## src/rtl/fetch_unit.sv

```systemverilog
// rtl/fetch_unit.sv - instruction fetch front end with prefetch FIFO and redirect
// Optional build macro: FETCH_TRACE_EN (prints each FIFO push and each redirect)
module fetch_unit #(
   parameter logic [7:0] RESET_PC = 8'h00,
   parameter int         DEPTH    = 4
) (
   input  logic       clk,
   input  logic       rst,
   output logic [7:0] raddr,
   input  logic [7:0] rdata,
   input  logic       redirect,
   input  logic [7:0] redirect_pc,
   output logic       out_valid,
   output logic [7:0] out_data,
   output logic [7:0] out_pc,
   input  logic       out_ready
);

   localparam int              AW      = $clog2(DEPTH);
   localparam int              CW      = AW + 1;
   localparam logic [CW:0]     DEPTH_W = (CW+1)'(DEPTH);

   logic [7:0]    fetch_pc_q, fetch_pc_d;
   logic          s0_valid_q, s0_valid_d;
   logic [7:0]    s0_pc_q, s0_pc_d;
   logic          s1_valid_q, s1_valid_d;
   logic [7:0]    s1_pc_q, s1_pc_d;
   logic [7:0]    data_mem_q [DEPTH];
   logic [7:0]    data_mem_d [DEPTH];
   logic [7:0]    pc_mem_q [DEPTH];
   logic [7:0]    pc_mem_d [DEPTH];
   logic [AW-1:0] wr_ptr_q, wr_ptr_d;
   logic [AW-1:0] rd_ptr_q, rd_ptr_d;
   logic [CW-1:0] count_q, count_d;

   logic [1:0]    inflight;
   logic [CW:0]   occupancy;
   logic          issue;
   logic          push;
   logic          pop;

   assign raddr     = fetch_pc_q;
   assign out_valid = (count_q != '0);
   assign out_data  = data_mem_q[rd_ptr_q];
   assign out_pc    = pc_mem_q[rd_ptr_q];

   // Credit check, pipeline advance, FIFO push/pop; redirect overrides everything
   always_comb begin
      fetch_pc_d = fetch_pc_q;
      s0_valid_d = s0_valid_q;
      s0_pc_d    = s0_pc_q;
      s1_valid_d = s1_valid_q;
      s1_pc_d    = s1_pc_q;
      data_mem_d = data_mem_q;
      pc_mem_d   = pc_mem_q;
      wr_ptr_d   = wr_ptr_q;
      rd_ptr_d   = rd_ptr_q;
      count_d    = count_q;

      // Bytes already buffered plus bytes still in the memory pipeline must fit
      inflight  = {1'b0, s0_valid_q} + {1'b0, s1_valid_q};
      occupancy = {1'b0, count_q} + {{(CW-1){1'b0}}, inflight};
      issue     = (occupancy < DEPTH_W);
      push      = s1_valid_q;
      pop       = out_valid && out_ready;

      if (redirect) begin
         fetch_pc_d = redirect_pc;
         s0_valid_d = 1'b0;
         s1_valid_d = 1'b0;
         wr_ptr_d   = '0;
         rd_ptr_d   = '0;
         count_d    = '0;
      end else begin
         s1_valid_d = s0_valid_q;
         s1_pc_d    = s0_pc_q;
         if (issue) begin
            s0_valid_d = 1'b1;
            s0_pc_d    = fetch_pc_q;
            fetch_pc_d = fetch_pc_q + 8'd1;
         end else begin
            s0_valid_d = 1'b0;
         end
         if (push) begin
            data_mem_d[wr_ptr_q] = rdata;
            pc_mem_d[wr_ptr_q]   = s1_pc_q;
            wr_ptr_d             = wr_ptr_q + AW'(1);
         end
         if (pop) begin
            rd_ptr_d = rd_ptr_q + AW'(1);
         end
         unique case ({push, pop})
            2'b10:   count_d = count_q + CW'(1);
            2'b01:   count_d = count_q - CW'(1);
            default: count_d = count_q;
         endcase
      end
   end

   // State registers; storage is cleared too so the head reads zero out of reset
   always_ff @(posedge clk or posedge rst) begin
      if (rst) begin
         fetch_pc_q <= RESET_PC;
         s0_valid_q <= 1'b0;
         s0_pc_q    <= '0;
         s1_valid_q <= 1'b0;
         s1_pc_q    <= '0;
         for (int i = 0; i < DEPTH; i++) begin
            data_mem_q[i] <= '0;
            pc_mem_q[i]   <= '0;
         end
         wr_ptr_q   <= '0;
         rd_ptr_q   <= '0;
         count_q    <= '0;
      end else begin
         fetch_pc_q <= fetch_pc_d;
         s0_valid_q <= s0_valid_d;
         s0_pc_q    <= s0_pc_d;
         s1_valid_q <= s1_valid_d;
         s1_pc_q    <= s1_pc_d;
         data_mem_q <= data_mem_d;
         pc_mem_q   <= pc_mem_d;
         wr_ptr_q   <= wr_ptr_d;
         rd_ptr_q   <= rd_ptr_d;
         count_q    <= count_d;
      end
   end

`ifdef FETCH_TRACE_EN
   // Simulation trace of captured bytes and redirects
   always @(posedge clk) begin
      if (!rst) begin
         if (redirect)
            $display("#redirect %h", redirect_pc);
         else if (s1_valid_q)
            $display("#fetch[%h] -> %h", s1_pc_q, rdata);
      end
   end
`else
   // Trace disabled: no simulation output
`endif

endmodule

```

## config.mk

```make
export PLATFORM = sky130hd
export DESIGN_NAME = fetch_unit
export DESIGN_NICKNAME = d
export VERILOG_FILES = /design/src/rtl/fetch_unit.sv
export SDC_FILE = /design/constraint.sdc
export NUM_CORES = 1
export LEC_CHECK = 0
export ABC_AREA = 1
export CAP_MARGIN = 15
export CORE_UTILIZATION = 50
export CTS_BUF_LIST = sky130_fd_sc_hd__clkbuf_2 sky130_fd_sc_hd__clkbuf_4 sky130_fd_sc_hd__clkbuf_8
export CTS_CLUSTER_DIAMETER = 80
export DETAILED_ROUTE_END_ITERATION = 16
export PLACE_DENSITY = 0.74
export SLEW_MARGIN = 20
export SYNTH_ARGS = -nofsm -noshare
export SYNTH_HDL_FRONTEND = slang
export SYNTH_SLANG_ARGS = --single-unit
```

## constraint.sdc

```tcl
create_clock -name clk -period 3.6 [get_ports clk]
set_input_delay 0.9 -clock clk [delete_from_list [all_inputs] [get_ports clk]]
set_output_delay 0.9 -clock clk [all_outputs]
set_load 0.1 [all_outputs]
```

==> flow_results.org <==
** Outcome
- Run status :: finished, violations left
- The checks that failed: design-rule violations.

** Flow run
- The tool flagged a number of max-cap violations equal to 0.

** Die
- Die span in y :: approximately 98 um
- Rows :: 34
- The floorplan step defined a core boundary enclosing approximately 9000 um^2.
- I/O pin count :: between 40 and 50
- The die covers between 9000 and 10000 um^2.
- For this configuration, the core starts out at a cell density of between 50% and 60%.
- DIE WIDTH :: approximately 98 um

** Finish
- The repair_antennas step left the layout with diodes totalling 0.
- Synth-to-layout area growth :: 17.3%
- The net count of the finished layout is 580.
- With fillers left out, the area of the finished cells amounts to 5380 um^2.
- Most common cell after layout, fill and taps aside :: sky130_fd_sc_hd__nand2_1
- Cells with a size suffix above 1 make up 16.2% of the layout.
- Leading cell types in the layout, fill and taps excluded :: 135 x sky130_fd_sc_hd__nand2_1, 97 x sky130_fd_sc_hd__dfrtp_1, 52 x sky130_fd_sc_hd__o21ai_0
- After filler insertion, the fill cell instance count of the layout stands at about 760.

** Worst setup path
- Category of the most critical setup path :: reg2out
- STA classifies the critical path endpoint as a primary output.
- Data arrival time of the critical path :: between 2000 and 2500 ps
- Startpoint types :: flip-flop
- Data on the critical path is required at its endpoint by ~2700 ps.
- Along the worst path, the maximum fanout reaches 18.

** Clocking
- Number of buffers created by CTS :: 9
- The longest clock path from root to sink contains 2 buffers.
- Post-cts gate resize count :: 0
- Number of clock sinks :: 97
- CTS clock-pin slew for the worst setup and hold paths :: 80 ps
- The cell sitting at the root of the clock tree is a sky130_fd_sc_hd__clkbuf_8.
- Buffers inserted to repair hold after CTS numbered 0.
- The H-tree was split into 3 levels.
- Post-CTS timing repair inserted 0 buffers for setup.
- TritonCTS built the clock tree.
- Clock latency on the worst-skew pair, taken at its later pin, is 360 ps.

** Timing
- Fin. Hold Viols :: 0
- Setup violations remaining at the end of the flow were counted as 0.
- Setup repair after global routing left no endpoint under its margin.
- Summed over all failing endpoints, the final setup total negative slack is 0 ps.
- At the pin with the least slew margin, the transition time is between 900 and 1000 ps.
- Final count of pins violating max slew :: 0
- Portion of the clock cycle consumed by the worst path in the final layout :: a little over four fifths
- Worst-case headroom to the max-slew limit :: 34.7%
- Subtracting the final worst setup slack from the clock period gives just over 3000 ps.
- Least setup slack across all paths after layout :: 553 ps
- For this run, the top clock speed supported by timing is 328 MHz.
- For the final database, setup skew stands at ~10 ps.

** Yosys
- Post-Synthesis Cell Area :: around 4600 um^2
- Warning count from the yosys run :: 0
- Avg Inst Size Synth :: roughly 8.9 um^2
- The synthesized design contains just under 100 register bits.
- Distinct cell type count of the synthesized netlist :: 27
- Part of the Yosys area used for sequential elements :: 52.9%
- Portion of synthesized cell area occupied by the leading cell type :: between 50% and 60%
- Counting every instance in the synthesized netlist gives about 520.
- Largest cells by area after synthesis :: sky130_fd_sc_hd__dfrtp_1 53%, sky130_fd_sc_hd__nand2_1 11%, sky130_fd_sc_hd__o21ai_2 6.7%, sky130_fd_sc_hd__o21ai_0 5.7%, sky130_fd_sc_hd__inv_1 3.8%
- The largest total area in the synthesized netlist belongs to sky130_fd_sc_hd__dfrtp_1.
- The number of nets handed over by synthesis was about 540.

** Placement
- In this run the cell area measured after placement is between 5000 and 6000 um^2.
- Once detailed placement completed, the half-perimeter wirelength came to approximately 6.0 mm.
- Port buffering added 44 buffers.
- Placer Congestion :: between 0.8 and 0.9
- Setup Slack @ Placement :: 894 ps

** Hold path
- Hold WC Path Type :: reg2reg

** Detailed routing
- For this run, design rule violations remaining after detail routing come to 10.
- Drt first-iter violations :: 172
- Dividing the detail-routed wire length by the instance count gives ~14 um.
- Via-to-Cell Ratio :: roughly 5.3
- Post-route antenna net violation count :: 0
- Total number of vias :: around 3500
- Total length of routed wires :: slightly above 9 mm
- The first TritonRoute pass finished after 11 iterations.

** Global routing
- GRT Residual Overflow :: 0
- Maximum number of pins on one net before global-route repair :: 46
- Number of global-route vias before repair :: about 3500
- The initial antenna violation count was 0.
- First-pass GRT wire length :: about 16 mm
- Across every metal layer, demand over resource in global routing totals 20.6%.

** Power and ir drop
- Leakage component of the power :: approximately 2.6 nW
- PnR Total Power :: around 5 mW
- In this run the power density over the cells is between 900 and 1000 nW/um^2.
- Peak ir drop on the vdd network :: 0.532 mV
[flip-flops by register name, indices dropped and copies added (netlist names), 2 cells and up]
signal / cells
data_mem_q: 32
pc_mem_q: 32
raddr: 8
s0_pc_q: 8
s1_pc_q: 8
count_q: 3
rd_ptr_q: 2
wr_ptr_q: 2
[power breakdown]
part	leakage (nW)	internal (mW)	switching [mW]	total, mW
clock network	0.104	0.405	0.354	0.759
logic	1.27	0.806	1.76	2.57
registers	1.26	1.37	0.181	1.55
[metal layers]
metal / routed length, um / GRT usage, % / share of wire, %
met2: 4640 / 36.4 / 51
met4: 55 / 4.90 / 0.61
met1: 3990 / 25.5 / 44
met3: 399 / 4.87 / 4.4
met5: 0 / 0 / 0
[final cells by class]
cell class                 count  area, um^2  area share [%]
timing repair buffer          51         643            11.9
clock buffer                  10         138            2.56
sequential                    97        2430            45.1
clock inverter                 5        80.1            1.49
inverter                      46         174            3.23
multi-input combinational    348        1790            33.2
tap                          108         135            2.51
[Yosys cell counts (all sizes together)]
cell	n
buf	15
nor2	45
o31ai	1
xnor2	2
nand3	12
ha	6
nand3b	1
fa	1
inv	46
nand2	140
o22ai	16
o21ai	116
o21a	1
xor2	1
a21oi	4
dfrtp	97
clkbuf	10
nand4	2
[worst max-delay path, stage by stage, from the launching register on]
cell	delay, ps
sky130_fd_sc_hd__dfrtp_1	380
sky130_fd_sc_hd__inv_1	410
sky130_fd_sc_hd__buf_4	330
sky130_fd_sc_hd__o21ai_0	120
sky130_fd_sc_hd__o22ai_1	330
sky130_fd_sc_hd__buf_12	220
[kinds of logic after synthesis]
family | count (synthesis) | share of synthesized area (%)
flops | 97 | 52.9
simple gates | 200 | 17.8
buf+inv | 71 | 8.15
xor+xnor | 3 | 0.573
fa+ha+maj | 7 | 2.07
compound gates | 138 | 18.5
[final timing paths]
kind / from / to / slack [ps] / cells after the start
worst max register to register: count_q[0] / s0_pc_q[0] / 1460 / 8
worst min-delay path: pc_mem_q[18] / pc_mem_q[18] / 490 / 2
max in group asynchronous: rst / data_mem_q[0] / 1880 / 3
worst min register to register: pc_mem_q[18] / pc_mem_q[18] / 490 / 2
worst max-delay path: rd_ptr_q[0] / out_pc[6] / 550 / 5
min in group asynchronous: rst / count_q[2] / 980 / 2
[per-stage QoR]
stage	std cells	hold slack (ps)	util, %
floorplan	516	450	-
global placement	650	460	58.7
CTS	665	487	61.1
finish	665	486	61.1
global route	665	503	61.1
detailed placement	650	465	58.7
Note: power is estimated with default switching activity, not from simulation.
